[src/rtl/rv32i_ctrl_pkg.sv]
// Shared encodings and control word for the RV32I control unit.
// Opcodes, select codes and the per-stage control bundle.
package rv32i_ctrl_pkg;

  localparam logic [6:0] OPC_LUI   = 7'b0110111;
  localparam logic [6:0] OPC_AUIPC = 7'b0010111;
  localparam logic [6:0] OPC_JAL   = 7'b1101111;
  localparam logic [6:0] OPC_JALR  = 7'b1100111;
  localparam logic [6:0] OPC_BR    = 7'b1100011;
  localparam logic [6:0] OPC_LOAD  = 7'b0000011;
  localparam logic [6:0] OPC_STORE = 7'b0100011;
  localparam logic [6:0] OPC_OPIMM = 7'b0010011;
  localparam logic [6:0] OPC_OP    = 7'b0110011;

  localparam logic [2:0] IMM_I = 3'd0;
  localparam logic [2:0] IMM_S = 3'd1;
  localparam logic [2:0] IMM_B = 3'd2;
  localparam logic [2:0] IMM_U = 3'd3;
  localparam logic [2:0] IMM_J = 3'd4;

  localparam logic [3:0] ALU_ADD = 4'b0000;
  localparam logic [3:0] ALU_SUB = 4'b1000;

  localparam logic [1:0] REG_MEM = 2'd0;
  localparam logic [1:0] REG_ALU = 2'd1;
  localparam logic [1:0] REG_IMM = 2'd2;
  localparam logic [1:0] REG_PC4 = 2'd3;

  localparam logic [1:0] PC_ALU = 2'b01;
  localparam logic [1:0] PC_IMM = 2'b11;

  typedef struct packed {
    logic       wr;
    logic [4:0] rd;
    logic       use_rs1;
    logic       use_rs2;
    logic       rs1_SEL;
    logic       rs2_SEL;
    logic [3:0] ALU_SEL;
    logic [1:0] reg_SEL;
    logic       mem_WE;
    logic       mem_RE;
    logic       jump;
    logic       branch;
    logic       pc_SEL1;
  } ctrl_t;

endpackage

[src/rtl/ctrl_decode.sv]
// Instruction decoder: one instruction word to a control word.
// Unknown opcodes decode to an all-zero bubble.
module ctrl_decode
  import rv32i_ctrl_pkg::*;
(
  input  logic [31:0] instr_i,
  output ctrl_t       ctrl_o,
  output logic [2:0]  imm_sel_o
);

  logic [6:0] op;
  logic [4:0] rd;
  logic [2:0] f3;
  logic       f7b5;
  logic       unused_instr;

  assign op   = instr_i[6:0];
  assign rd   = instr_i[11:7];
  assign f3   = instr_i[14:12];
  assign f7b5 = instr_i[30];
  assign unused_instr = ^{instr_i[31], instr_i[29:15]};

  // Opcode class to control fields; x0 destinations never write.
  always_comb begin
    ctrl_o    = '0;
    imm_sel_o = IMM_I;
    ctrl_o.rd = rd;
    unique case (1'b1)
      (op == OPC_LUI): begin
        imm_sel_o      = IMM_U;
        ctrl_o.wr      = 1'b1;
        ctrl_o.reg_SEL = REG_IMM;
      end
      (op == OPC_AUIPC): begin
        imm_sel_o      = IMM_U;
        ctrl_o.wr      = 1'b1;
        ctrl_o.rs1_SEL = 1'b1;
        ctrl_o.rs2_SEL = 1'b1;
        ctrl_o.ALU_SEL = ALU_ADD;
        ctrl_o.reg_SEL = REG_ALU;
      end
      (op == OPC_JAL): begin
        imm_sel_o      = IMM_J;
        ctrl_o.wr      = 1'b1;
        ctrl_o.jump    = 1'b1;
        ctrl_o.pc_SEL1 = 1'b1;
        ctrl_o.reg_SEL = REG_PC4;
      end
      (op == OPC_JALR): begin
        imm_sel_o      = IMM_I;
        ctrl_o.wr      = 1'b1;
        ctrl_o.use_rs1 = 1'b1;
        ctrl_o.rs2_SEL = 1'b1;
        ctrl_o.ALU_SEL = ALU_ADD;
        ctrl_o.jump    = 1'b1;
        ctrl_o.reg_SEL = REG_PC4;
      end
      (op == OPC_BR): begin
        imm_sel_o      = IMM_B;
        ctrl_o.use_rs1 = 1'b1;
        ctrl_o.use_rs2 = 1'b1;
        ctrl_o.ALU_SEL = ALU_SUB;
        ctrl_o.branch  = 1'b1;
        ctrl_o.pc_SEL1 = 1'b1;
      end
      (op == OPC_LOAD): begin
        imm_sel_o      = IMM_I;
        ctrl_o.wr      = 1'b1;
        ctrl_o.use_rs1 = 1'b1;
        ctrl_o.rs2_SEL = 1'b1;
        ctrl_o.ALU_SEL = ALU_ADD;
        ctrl_o.mem_RE  = 1'b1;
        ctrl_o.reg_SEL = REG_MEM;
      end
      (op == OPC_STORE): begin
        imm_sel_o      = IMM_S;
        ctrl_o.use_rs1 = 1'b1;
        ctrl_o.use_rs2 = 1'b1;
        ctrl_o.rs2_SEL = 1'b1;
        ctrl_o.ALU_SEL = ALU_ADD;
        ctrl_o.mem_WE  = 1'b1;
      end
      (op == OPC_OPIMM): begin
        imm_sel_o      = IMM_I;
        ctrl_o.wr      = 1'b1;
        ctrl_o.use_rs1 = 1'b1;
        ctrl_o.rs2_SEL = 1'b1;
        ctrl_o.ALU_SEL = {(f3 == 3'b101) & f7b5, f3};
        ctrl_o.reg_SEL = REG_ALU;
      end
      (op == OPC_OP): begin
        ctrl_o.wr      = 1'b1;
        ctrl_o.use_rs1 = 1'b1;
        ctrl_o.use_rs2 = 1'b1;
        ctrl_o.ALU_SEL = {f7b5, f3};
        ctrl_o.reg_SEL = REG_ALU;
      end
      default: ;
    endcase
    if (rd == 5'd0) ctrl_o.wr = 1'b0;
  end

endmodule

[src/rtl/pipe_ctrl.sv]
// Control and hazard unit for the five-stage RV32I datapath.
// Carries control words D->WB, stalls on RAW, redirects from M.
module pipe_ctrl
  import rv32i_ctrl_pkg::*;
#(
  parameter int XLEN = 32
) (
  input  logic            clk,
  input  logic            reset_D,
  input  logic [XLEN-1:0] Instr,
  input  logic            br_taken_E,
  output logic [2:0]      imm_SEL,
  output logic            rs1_SEL,
  output logic            rs2_SEL,
  output logic [3:0]      ALU_SEL,
  output logic [1:0]      pc_SEL,
  output logic            mem_WE,
  output logic            mem_RE,
  output logic [1:0]      reg_SEL,
  output logic            reg_WE,
  output logic            stall_F,
  output logic            stall_D,
  output logic            stall_E,
  output logic            stall_M,
  output logic            stall_WB,
  output logic            flush_F,
  output logic            flush_D,
  output logic            flush_E,
  output logic            flush_M,
  output logic            flush_WB
);

  logic [XLEN-1:0] instr_D;
  logic            v_D, v_E, v_M, v_WB;
  logic            taken_M, redirect_q;
  ctrl_t           ctrl_dec, ctrl_E, ctrl_M, ctrl_WB;
  logic [2:0]      imm_dec;
  logic [4:0]      rs1_D, rs2_D;
  logic            hz_rs1, hz_rs2, hazard;
  logic            redirect_M, stall_fd;
  logic            unused_wb;

  ctrl_decode u_dec (
    .instr_i   (instr_D[31:0]),
    .ctrl_o    (ctrl_dec),
    .imm_sel_o (imm_dec)
  );

  assign rs1_D = instr_D[19:15];
  assign rs2_D = instr_D[24:20];
  assign unused_wb = ^ctrl_WB;

  // RAW against E/M writers; a redirect in M overrides it.
  always_comb begin
    hz_rs1 = ctrl_dec.use_rs1 && (rs1_D != 5'd0) &&
             ((v_E && ctrl_E.wr && (ctrl_E.rd == rs1_D)) ||
              (v_M && ctrl_M.wr && (ctrl_M.rd == rs1_D)));
    hz_rs2 = ctrl_dec.use_rs2 && (rs2_D != 5'd0) &&
             ((v_E && ctrl_E.wr && (ctrl_E.rd == rs2_D)) ||
              (v_M && ctrl_M.wr && (ctrl_M.rd == rs2_D)));
    hazard     = v_D && (hz_rs1 || hz_rs2);
    redirect_M = v_M && (ctrl_M.jump || (ctrl_M.branch && taken_M));
    stall_fd   = hazard && !redirect_M;
  end

  // D register: hold on stall, kill on redirect.
  always_ff @(posedge clk or posedge reset_D) begin
    if (reset_D) begin
      v_D     <= 1'b0;
      instr_D <= '0;
    end else if (redirect_M) begin
      v_D     <= 1'b0;
    end else if (!stall_fd) begin
      v_D     <= 1'b1;
      instr_D <= Instr;
    end
  end

  // E register: bubble on hazard, kill on redirect.
  always_ff @(posedge clk or posedge reset_D) begin
    if (reset_D) begin
      v_E    <= 1'b0;
      ctrl_E <= '0;
    end else if (redirect_M || hazard) begin
      v_E    <= 1'b0;
      ctrl_E <= '0;
    end else begin
      v_E    <= v_D;
      ctrl_E <= ctrl_dec;
    end
  end

  // M and WB registers; the redirecting instruction itself retires.
  always_ff @(posedge clk or posedge reset_D) begin
    if (reset_D) begin
      v_M     <= 1'b0;
      ctrl_M  <= '0;
      taken_M <= 1'b0;
      v_WB    <= 1'b0;
      ctrl_WB <= '0;
    end else begin
      v_M     <= v_E && !redirect_M;
      ctrl_M  <= ctrl_E;
      taken_M <= br_taken_E;
      v_WB    <= v_M;
      ctrl_WB <= ctrl_M;
    end
  end

  // Registered redirect drives the glitch-free flushes.
  always_ff @(posedge clk or posedge reset_D) begin
    if (reset_D) redirect_q <= 1'b0;
    else         redirect_q <= redirect_M;
  end

  assign imm_SEL  = v_D ? imm_dec : 3'd0;
  assign rs1_SEL  = v_E && ctrl_E.rs1_SEL;
  assign rs2_SEL  = v_E && ctrl_E.rs2_SEL;
  assign ALU_SEL  = v_E ? ctrl_E.ALU_SEL : 4'd0;
  assign pc_SEL   = redirect_M ? {ctrl_M.pc_SEL1, 1'b1} : 2'b00;
  assign mem_WE   = v_M && ctrl_M.mem_WE;
  assign mem_RE   = v_M && ctrl_M.mem_RE;
  assign reg_SEL  = v_WB ? ctrl_WB.reg_SEL : 2'd0;
  assign reg_WE   = v_WB && ctrl_WB.wr;
  assign stall_F  = stall_fd;
  assign stall_D  = stall_fd;
  assign stall_E  = 1'b0;
  assign stall_M  = 1'b0;
  assign stall_WB = 1'b0;
  assign flush_F  = 1'b0;
  assign flush_D  = 1'b0;
  assign flush_E  = redirect_q;
  assign flush_M  = redirect_q;
  assign flush_WB = 1'b0;

endmodule

[config.mk]
export PLATFORM = sky130hd
export DESIGN_NAME = pipe_ctrl
export DESIGN_NICKNAME = d
export VERILOG_FILES = /design/src/rtl/rv32i_ctrl_pkg.sv /design/src/rtl/ctrl_decode.sv /design/src/rtl/pipe_ctrl.sv
export SDC_FILE = /design/constraint.sdc
export NUM_CORES = 1
export LEC_CHECK = 0
export BUFFER_PORTS_ARGS = -buffer_cell sky130_fd_sc_hd__buf_4
export CORE_ASPECT_RATIO = 1.1
export CORE_MARGIN = 5
export CORE_UTILIZATION = 55
export CTS_CLUSTER_DIAMETER = 60
export CTS_CLUSTER_SIZE = 16
export DETAILED_ROUTE_END_ITERATION = 16
export GPL_TIMING_DRIVEN = 0
export PLACE_DENSITY = 0.81
export SYNTH_ARGS = -nofsm -noshare
export SYNTH_HDL_FRONTEND = slang
export SYNTH_HIERARCHICAL = 1
export SYNTH_SLANG_ARGS = --single-unit
[constraint.sdc]
create_clock -name clk -period 2.7 [get_ports clk]
set_clock_uncertainty 0.05 [all_clocks]
set_input_delay 0.27 -clock clk [delete_from_list [all_inputs] [get_ports clk]]
set_output_delay 0.27 -clock clk [all_outputs]
set_load 0.02 [all_outputs]
==> flow_summary_export.csv, run 1 <==
group,metric,value,unit
routing,initialDrtViolationCount,138,
pwr,reported_net_switching_power,505,uW
sta,rsz0062_at_grt,"false",
clocking,ctsHtreeMaxLevel,3,
clocking,worst_skew_pair.late_latency,0.34,ns
setup_path,crit_required,2.38,ns
routing,route.detailed.vias_per_inst,5.23,
cells_and_area,area_growth_syn_to_layout,24.3,%
setup_path,worst-path-buf-inv,4,
pwr,p_int,1.64,mW
global_route,grt_max_degree,40,
routing,detailroute.via_count,2055,
routing,route.final.wire_length,6140,um
setup_path,path_cells,"buf_6 > nand4bb_4 > a211oi_2 > o311a_1 > nand2_1 > buf_2 > a21oi_2 > buf_4 > buf_4",
global_route,antenna_violations_before_repair,0,
clocking,cts.path.max_buffers,2,
sta,layout_worst_path_cycle_share,96.3,%
sta,relSlewSlack,46.2,%
sta,setup_tns,0,ns
min_path,timing.hold.worst.class,"in2async",
place,placement.io_buffers,48,
synthesis,synthesis.instances,246,
global_route,grt_first_pass_wirelength,9990,um
routing,antenna_nets_post_route,0,
setup_path,worstSetupPathType,"reg2out",
pwr,pwr-share-clk,38.9,%
setup_path,critical_path_fanouts_max,10,
pwr,power.leakage,1.86,nW
synthesis,synth_area_per_inst,12.6,sq um
setup_path,cp-end-kind,"output pin",
sta,slew_viol_final,0,
pwr,netSwitchingFraction,23.5,%
setup_path,cpLargestDelayFamily,"compound AO/OA/AOI/OAI gates",
clocking,cts_inserted_buffers,9,
sta,setup_ws,0.0998,ns
cells_and_area,finalNetCount,349,
clocking,cts.sinks,67,
pwr,power.combinational.fraction,10.4,%
place,placement_stage_worst_setup_slack,0.0682,ns
routing,first_pass_iters,4,
global_route,grt-ovfl-total,0,
setup_path,crit_path_dat,2.28,ns
floorplan,coreArea,0.00543,sq mm
floorplan,floorplan_row_count,28,
job,max-cap-violations,0,
routing,drcViolationCount,0,
cells_and_area,antenna_diodes,0,
clocking,cts_root_buffer,"clkbuf_8",
cells_and_area,layout.cells.non_filler,393,
setup_path,crit_path_frequent_cell,"buf_4",
pwr,irDropWorstVdd,0.432,mV
global_route,grt_util_all_layers,18.7,%
global_route,vias_in_the_first_global_route,2050,
sta,max_slew.worst_pin.slew,0.805,ns
cells_and_area,layout.filler_cells,402,
floorplan,die_area,0.00724,sq mm
place,dp_hpwl,4420,um
floorplan,pin_count,61,
setup_path,timing.critical_path.slowest_cell_delay,0.39,ns
cells_and_area,post_route_cells_drive_above_1_share,39.9,%
routing,wl_per_cell,15.6,um
sta,fin_crit,2.60,ns
place,dp.cells,375,
synthesis,yosysWarnings,6,
clocking,cts_tree,"yes",
sta,setup_violations,0,
synthesis,mappedNetlistArea,0.00310,sq mm
setup_path,critical_path.startpoint_type,"flip-flop",
floorplan,initial_utilization,57.1,%
sta,worst_slack_on_hold_paths,0.0436,ns
sta,hold_violations,0,
sta,timing.fmax,385,MHz
pwr,power_density,558,mW/mm^2
floorplan,vertical_die_dimension,88.7,um
setup_path,timing.critical_path.slowest_stage_cell,"dfrtp_1",
place,finalWeightedCongestion,0.960,
outcome,result_of_the_run,"finished, final reports clean",
pwr,p_seq_share,50.7,%
clocking,clk_pin_slew_worst_paths,0.07,ns
floorplan,chipWidth,81.6,um
==> power by group through the flow <==
| stage | clock network, mW | logic [mW] | registers (mW) |
|---|---|---|---|
| floorplan | 0 | 0.154 | 1.09 |
| global placement | 0 | 0.206 | 1.10 |
| detailed placement | 0 | 0.216 | 1.11 |
| CTS | 0.846 | 0.221 | 1.09 |
| global route | 0.895 | 0.243 | 1.09 |
| finish | 0.836 | 0.224 | 1.09 |
==> sequential cells by signal (all words and copies together), names as in the netlist <==
signal   flops
v_WB         1
instr_D     26
flush_E      1
v_E          1
taken_M      1
ctrl_WB      3
v_D          1
ctrl_E      19
v_M          1
ctrl_M      13
==> worst reg2reg max path, stage by stage, from the launching register on <==
cell and delay (ns):
dfrtp_1 0.44, nand2_1 0.15, or2_1 0.23, buf_2 0.16
a21oi_2 0.14, o311a_1 0.23, buf_4 0.12, a221o_1 0.32
buf_6 0.24, mux2_4 0.31
==> per-stage QoR <==
stage                     utilization, %  total power, mW  area [sq um]
final                               70.9             2.15          3850
after global routing                70.9             2.23          3850
after floorplan                        -             1.25          3120
after CTS                           70.6             2.16          3830
after global placement              65.8             1.31          3570
after detailed placement            66.2             1.32          3590
==> timing repair <==
| action | 4_1_cts | 5_1_grt |
|---|---|---|
| hold buffers | 1 | 0 |
| endpoints found under the setup margin | 2 | 1 |
| gates cloned | 0 | 0 |
| setup buffers | 0 | 2 |
| gates resized for setup | 5 | 4 |
| pin swaps | 0 | 1 |
| hold endpoints to repair | 1 | 0 |
==> final timing paths <==
check	end	slack [ns]	cells past startpoint	startpoint
worst max-delay path	stall_F	0.1	9	instr_D[2]$_DFFE_PP0P_
worst min-delay path	taken_M$_DFF_PP0_	0.04	2	reset_D
worst max register to register	instr_D[11]$_DFFE_PP0P_	0.20	9	instr_D[0]$_DFFE_PP0P_
worst min register to register	ctrl_M[5]$_DFF_PP0_	0.30	0	ctrl_E[5]$_DFF_PP0_
max in group asynchronous	instr_D[20]$_DFFE_PP0P_	1.92	3	reset_D
min in group clk	instr_D[2]$_DFFE_PP0P_	0.11	2	Instr[2]
==> layout by cell type (no fill, tap or decap), drive strengths merged, types with 2 or more instances in the layout <==
master / instances
inv: 5
nand2: 6
and2: 19
buf: 74
clkbuf: 14
conb: 6
xor2: 2
a21oi: 6
xnor2: 19
clkinvlp: 2
dfrtp: 67
or2: 2
o311a: 2
nor4: 3
nor2: 7
a21o: 2
a211oi: 3
or3: 3
o22ai: 2
nand4: 4
nor3: 2
nand3: 5
mux2: 27
nand2b: 2
and3: 21
==> layer usage <==
| layer | vias up | global-route usage (%) | part of all wire, % |
|---|---|---|---|
| met4 | 0 | 9.52 | 1.4 |
| met5 | - | 0 | 0 |
| met3 | 8 | 4.18 | 5.8 |
| li1 | 966 | - | - |
| met2 | 59 | 30.5 | 51 |
| met1 | 1022 | 23.4 | 42 |
==> cell type report <==
cell class | instances | area (sq um) | share of cell area, %
Tap cell | 75 | 93.8 | 2.44
Inverter | 5 | 18.8 | 0.487
Multi-Input combinational cell | 153 | 1260 | 32.7
Buffer | 26 | 195 | 5.07
Sequential cell | 67 | 1680 | 43.6
Clock inverter | 4 | 50.0 | 1.30
Clock buffer | 11 | 151 | 3.93
Timing Repair Buffer | 52 | 405 | 10.5
Note: power is estimated with default switching activity, not from simulation.
==> run 2, diff against run 1 <==
--- a/config.mk
+++ b/config.mk
@@ -8,7 +8,7 @@
 export BUFFER_PORTS_ARGS = -buffer_cell sky130_fd_sc_hd__buf_4
 export CORE_ASPECT_RATIO = 1.1
 export CORE_MARGIN = 5
-export CORE_UTILIZATION = 55
+export CORE_UTILIZATION = 54
 export CTS_CLUSTER_DIAMETER = 60
 export CTS_CLUSTER_SIZE = 16
 export DETAILED_ROUTE_END_ITERATION = 16
@@ -16,5 +16,4 @@
 export PLACE_DENSITY = 0.81
 export SYNTH_ARGS = -nofsm -noshare
 export SYNTH_HDL_FRONTEND = slang
-export SYNTH_HIERARCHICAL = 1
 export SYNTH_SLANG_ARGS = --single-unit
==> flow_summary_export.csv, run 2 <==
group,metric,value,unit
outcome,result_of_the_run,"finished, final reports clean",
sta,max_slew.worst_pin.slew,0.639,ns
synthesis,synth-xor-area-share,6.02,%
sta,rsz0062_at_grt,"false",
sta,relSlewSlack,57.4,%
routing,route.detailed.vias_per_inst,4.98,
sta,fin_crit,2.46,ns
clocking,cts_tree,"yes",
synthesis,synthMuxAreaShare,12.4,%
cells_and_area,fin_util,68.0,%
cells_and_area,layout.filler_cells,424,
synthesis,yosysMostFrequentCell,"dfrtp_1",
min_path,timing.hold.worst.class,"in2reg",
floorplan,die_area,0.00696,sq mm
setup_path,cp-end-kind,"output pin",
sta,hold_violations,0,
sta,setup_violations,0,
synthesis,synthesis.instances,233,
cells_and_area,register_containing_the_most_flip_flops_in_the_final_layout,"instr_D",
clocking,clk_pin_slew_worst_paths,0.08,ns
pwr,irDropWorstVdd,0.306,mV
global_route,vias_in_the_first_global_route,1938,
synthesis,synth_top_area_cell,"dfrtp_1",
routing,initialDrtViolationCount,80,
clocking,cts.hold.buffers_added,2,
place,placement.io_buffers,48,
cells_and_area,largest_registers,"instr_D x26, ctrl_E x19, ctrl_M x13",
global_route,grt_max_degree,38,
pwr,power.leakage,1.74,nW
synthesis,largest_family_of_logic_cells_by_synthesized_area,"multiplexers",
global_route,antenna_violations_before_repair,0,
synthesis,postSynth.topFlopCell,"dfrtp_1",
floorplan,pin_count,61,
cells_and_area,layout.cells.non_filler,380,
synthesis,mappedNetlistArea,0.00291,sq mm
place,finalWeightedCongestion,0.865,
clocking,post_cts_buffers,0,
synthesis,synth_compound_gate_area_share,6.28,%
routing,detailroute.via_count,1893,
clocking,cts.path.max_buffers,2,
sta,worst_slack_on_hold_paths,0.0994,ns
synthesis,asyncSetResetFlopFracSynth,100,%
sta,timing.fmax,406,MHz
job,max-cap-violations,0,
floorplan,coreArea,0.00533,sq mm
cells_and_area,finalNetCount,335,
synthesis,post_synth_fa_ha_maj_area_fraction,0,%
global_route,grt_first_pass_wirelength,9120,um
synthesis,synth_area_per_inst,12.5,sq um
routing,drcViolationCount,0,
synthesis,ys_top_cells_by_area,"dfrtp_1, mux2_4, xnor2_1, nor2_1, and2_1",
clocking,cts_inserted_buffers,9,
routing,first_pass_iters,4,
sta,setup_tns,0,ns
setup_path,crit_path_dat,2.14,ns
floorplan,initial_utilization,54.6,%
routing,antenna_nets_post_route,0,
cells_and_area,antenna_diodes,0,
clocking,cts_root_buffer,"clkbuf_8",
synthesis,synthDominantCellAreaShare,57.6,%
synthesis,synth_cell_type_count,35,
synthesis,synth.yosys.seq_area_share,57.6,%
floorplan,chipWidth,80.0,um
cells_and_area,area_growth_syn_to_layout,24.6,%
synthesis,synth-seq-cells,67,
cells_and_area,post_route_cells_drive_above_1_share,35.4,%
synthesis,synthTopCellsByCount,"dfrtp_1, nor2_1, xnor2_1, mux2_4, and2_1",
clocking,ctsHtreeMaxLevel,3,
synthesis,yosysWarnings,0,
sta,slew_viol_final,0,
floorplan,vertical_die_dimension,87.0,um
synthesis,synth_edf_count,0,
clocking,cts.repair.resized,0,
pwr,power_density,582,mW/mm^2
setup_path,critical_path_fanouts_max,4,
clocking,cts.sinks,67,
setup_path,critical_path.startpoint_type,"flip-flop",
floorplan,floorplan_row_count,28,
place,dp_hpwl,3980,um
routing,wl_per_cell,14.3,um
sta,layout_worst_path_cycle_share,91.2,%
routing,route.final.wire_length,5430,um
global_route,grt_util_all_layers,17.5,%
synthesis,post_synth_and_or_nand_nor_area_fraction,12.3,%
cells_and_area,layout_common_cells,"dfrtp_1, buf_4, nor2_1, xnor2_1, mux2_4",
place,dp.cells,362,
clocking,worst_skew_pair.late_latency,0.34,ns
setup_path,worstSetupPathType,"reg2out",
setup_path,crit_required,2.38,ns
cells_and_area,number_of_flip_flops_under_the_largest_register_name,26,
cells_and_area,leading_cell_type_in_the_layout_fill_and_taps_excluded,"dfrtp_1",
global_route,grt-ovfl-total,0,
-- run 2: worst paths after layout --
path / from / endpoint / slack, ns / cells past startpoint
setup / recovery: instr_D[3]$_DFFE_PP0P_ / stall_F / 0.24 / 7
hold / removal: Instr[1] / instr_D[1]$_DFFE_PP0P_ / 0.1 / 2
setup reg to reg: instr_D[3]$_DFFE_PP0P_ / instr_D[18]$_DFFE_PP0P_ / 0.37 / 6
hold reg to reg: ctrl_E[4]$_DFF_PP0_ / ctrl_M[4]$_DFF_PP0_ / 0.30 / 0
max in group asynchronous: reset_D / ctrl_E[7]$_DFF_PP0_ / 1.47 / 4
min in group asynchronous: reset_D / instr_D[1]$_DFFE_PP0P_ / 0.53 / 3
-- run 2: cell type report --
| type | instances | area [sq um] | share of cell area (%) |
|---|---|---|---|
| timing repair buffer | 51 | 400 | 11.0 |
| sequential | 67 | 1680 | 46.3 |
| buffer | 16 | 115 | 3.18 |
| clock inverter | 6 | 63.8 | 1.76 |
| clock buffer | 10 | 138 | 3.80 |
| multi-input combinational | 145 | 1100 | 30.3 |
| inverter | 10 | 37.5 | 1.04 |
| tap | 75 | 93.8 | 2.59 |
-- run 2: routing by layer --
metal	wire length (um)	GRT usage, %	up-vias
met1	2370	22.5	898
met2	2580	27.9	65
met3	306	2.90	12
met4	174	10.3	0
li1	-	-	918
met5	0	0	-
-- run 2: per-stage QoR --
step | power, mW | setup slack (ns) | instance area, sq um
finish | 2.11 | 0.237 | 3620
global route | 2.18 | 0.114 | 3620
CTS | 2.13 | 0.235 | 3620
detailed placement | 1.30 | 0.400 | 3400
global placement | 1.29 | 0.0428 | 3380
floorplan | 1.23 | 0.659 | 2930
-- run 2: cell families (layout without fill, tap and decap cells) --
| family | Yosys count | in the layout |
|---|---|---|
| and+or+nand+nor | 70 | 70 |
| muxes | 26 | 26 |
| buffers and inverters | 26 | 93 |
| xor gates and xnor gates | 20 | 20 |
| other | 1 | 6 |
| DFF | 67 | 67 |
| AOI/OAI and AO/OA | 23 | 23 |
-- run 2: critical path, stage by stage (launching register included) --
cell and delay [ns]:
dfrtp_1 0.37, nand3b_1 0.26, a2111oi_2 0.42, o21ai_2 0.16
a2bb2oi_1 0.17, nor2_1 0.16, buf_4 0.13, buf_4 0.12
-- run 2: power breakdown --
part           total [mW]  leakage, nW  switching (mW)  internal, mW
clock               0.830       0.0987           0.380         0.451
sequential           1.09        0.829          0.0412          1.04
combinational       0.194        0.815          0.0859         0.108
total                2.11         1.74           0.507          1.60
==> run 3, diff against run 2 <==
--- a/config.mk
+++ b/config.mk
@@ -6,14 +6,17 @@
 export NUM_CORES = 1
 export LEC_CHECK = 0
 export BUFFER_PORTS_ARGS = -buffer_cell sky130_fd_sc_hd__buf_4
+export CELL_PAD_IN_SITES_DETAIL_PLACEMENT = 1
+export CELL_PAD_IN_SITES_GLOBAL_PLACEMENT = 1
 export CORE_ASPECT_RATIO = 1.1
 export CORE_MARGIN = 5
-export CORE_UTILIZATION = 54
+export CORE_UTILIZATION = 45
+export CTS_BUF_LIST = sky130_fd_sc_hd__clkbuf_8
 export CTS_CLUSTER_DIAMETER = 60
 export CTS_CLUSTER_SIZE = 16
 export DETAILED_ROUTE_END_ITERATION = 16
 export GPL_TIMING_DRIVEN = 0
-export PLACE_DENSITY = 0.81
+export PLACE_DENSITY = 0.84
 export SYNTH_ARGS = -nofsm -noshare
 export SYNTH_HDL_FRONTEND = slang
 export SYNTH_SLANG_ARGS = --single-unit
==> flow_summary_export.csv, run 3 (synthesis gave the netlist of run 2 again) <==
group,metric,value,unit
setup_path,worst_r2r_endpoint,"instr_D[18]$_DFFE_PP0P_",
sta,timing.fmax,397,MHz
cells_and_area,final_cell_area_excluding_filler_cells,0.00364,sq mm
clocking,cts.path.max_buffers,2,
sta,setup_tns,0,ns
floorplan,floorplan_row_count,30,
cells_and_area,post_route_cells_drive_above_1_share,35.5,%
place,finalWeightedCongestion,0.785,
routing,initialDrtViolationCount,54,
setup_path,worst-path-buf-inv,2,
clocking,post_cts_buffers,0,
sta,worst_slack_on_hold_paths,-0.00524,ns
floorplan,chipWidth,86.7,um
cells_and_area,largest_registers,"instr_D x26, ctrl_E x19, ctrl_M x13",
clocking,clk_pin_slew_worst_paths,0.07,ns
clocking,ctsHtreeMaxLevel,3,
clocking,cts_inserted_buffers,9,
place,placed_area,0.00341,sq mm
setup_path,cpLargestDelayFamily,"compound AO/OA/AOI/OAI gates",
sta,slew_viol_final,0,
sta,rsz0062_at_grt,"false",
setup_path,crit_required,2.38,ns
sta,layout_worst_path_cycle_share,93.2,%
setup_path,timing.critical_path.slowest_cell_delay,0.44,ns
floorplan,coreArea,0.00623,sq mm
cells_and_area,leading_cell_type_in_the_layout_fill_and_taps_excluded,"dfrtp_1",
setup_path,critical_path.startpoint_type,"flip-flop",
setup_path,r2r_cells,6,
pwr,power_density,608,mW/mm^2
cells_and_area,finalNetCount,334,
job,max-cap-violations,0,
pwr,p_int,1.68,mW
sta,hold_violations,13,
global_route,antenna_violations_before_repair,0,
place,dp_hpwl,4720,um
cells_and_area,area_growth_syn_to_layout,25.2,%
setup_path,timing.critical_path.slowest_stage_cell,"a2111oi_2",
cells_and_area,number_of_flip_flops_under_the_largest_register_name,26,
pwr,power.combinational.fraction,8.9,%
pwr,irDropWorstVdd,0.295,mV
outcome,result_of_the_run,"finished, violations left",
floorplan,pin_count,61,
cells_and_area,register_containing_the_most_flip_flops_in_the_final_layout,"instr_D",
global_route,grt-ovfl-total,0,
floorplan,die_area,0.00817,sq mm
global_route,grt_max_degree,35,
global_route,vias_in_the_first_global_route,2130,
pwr,reported_net_switching_power,540,uW
routing,drcViolationCount,0,
routing,route.final.wire_length,6280,um
pwr,power.leakage,1.75,nW
sta,setup_ws,0.184,ns
setup_path,critical_path_fanouts_max,4,
pwr,netSwitchingFraction,24.4,%
setup_path,path_cells,"nand3b_1 > a2111oi_2 > o21ai_2 > a2bb2oi_1 > nor2_1 > buf_4 > buf_4",
clocking,cts.repair.resized,0,
clocking,cts.hold.buffers_added,1,
routing,route.detailed.vias_per_inst,5.00,
sta,relSlewSlack,52.4,%
clocking,cts_tree,"yes",
routing,detailroute.via_count,1919,
setup_path,worst_r2r_startpoint,"instr_D[3]$_DFFE_PP0P_",
cells_and_area,antenna_diodes,0,
sta,max_slew.worst_pin.slew,0.712,ns
setup_path,worstSetupPathDepth,7,
setup_path,cp-end-kind,"output pin",
setup_path,endpoint,"stall_F",
setup_path,timing.reg2reg.setup_slack,0.31,ns
floorplan,vertical_die_dimension,94.3,um
outcome,failing_checks,"negative hold slack",
sta,fin_crit,2.52,ns
global_route,grt_first_pass_wirelength,10800,um
setup_path,crit_path_frequent_cell,"buf_4",
min_path,timing.hold.worst.class,"in2async",
global_route,grt_util_all_layers,17.3,%
floorplan,initial_utilization,46.7,%
clocking,worst_skew_pair.late_latency,0.35,ns
setup_path,crit_path_dat,2.20,ns
place,placement_stage_worst_setup_slack,0.304,ns
clocking,cts_root_buffer,"clkbuf_8",
routing,wl_per_cell,16.4,um
setup_path,crit_path_start,"instr_D[3]$_DFFE_PP0P_",
cells_and_area,layout_common_cells,"dfrtp_1, buf_4, nor2_1, xnor2_1, mux2_4",
pwr,p_seq_share,49.1,%
place,placement.io_buffers,48,
sta,setup_violations,0,
setup_path,worstSetupPathType,"reg2out",
routing,antenna_nets_post_route,0,
routing,first_pass_iters,4,
clocking,cts.sinks,67,
pwr,pwr-share-clk,42.1,%
[run 3: worst min path at each step]
stage,endpoint,slack [ns],cells past startpoint
3_3_place_gp,ctrl_WB[5]$_DFF_PP0_,0.28,0
3_5_place_dp,ctrl_WB[6]$_DFF_PP0_,0.29,0
6_report,ctrl_M[19]$_DFF_PP0_,-0.005,2
2_1_floorplan,taken_M$_DFF_PP0_,0.25,0
4_1_cts,ctrl_M[16]$_DFF_PP0_,0.02,2
5_1_grt,ctrl_M[19]$_DFF_PP0_,0.07,2
[run 3: final cells by class]
| cell class | instances | area (sq um) |
|---|---|---|
| fill | 679 | 2590 |
| sequential | 67 | 1680 |
| multi-input combinational | 145 | 1100 |
| timing repair buffer | 50 | 390 |
| clock buffer | 9 | 124 |
| buffer | 16 | 115 |
| clock inverter | 7 | 101 |
| tap | 80 | 100 |
| inverter | 10 | 37.5 |
[run 3: power by group through the flow]
stage / Clock, mW / Combinational (mW) / Sequential (mW)
detailed placement: 0 / 0.197 / 1.11
CTS: 0.943 / 0.200 / 1.09
global placement: 0 / 0.185 / 1.10
global route: 0.990 / 0.218 / 1.09
floorplan: 0 / 0.133 / 1.09
finish: 0.932 / 0.196 / 1.09
[run 3: per-stage QoR]
step / utilization (%) / power [mW] / hold WS [ns] / std cells
after floorplan: - / 1.23 / 0.251 / 238
after global placement: 54.4 / 1.29 / 0.282 / 366
after detailed placement: 54.7 / 1.30 / 0.286 / 367
after CTS: 58.5 / 2.23 / 0.0196 / 384
after global routing: 58.5 / 2.30 / 0.0688 / 384
final: 58.5 / 2.22 / -0.00524 / 384
[run 3: layer usage]
metal,routed length (um),GRT usage (%),vias to the layer above,share of wire (%)
li1,-,-,916,-
met1,2700,21.6,947,43
met2,3200,29.0,47,51
met3,240,2.63,9,3.8
met4,145,8.96,0,2.3
met5,0,0,-,0
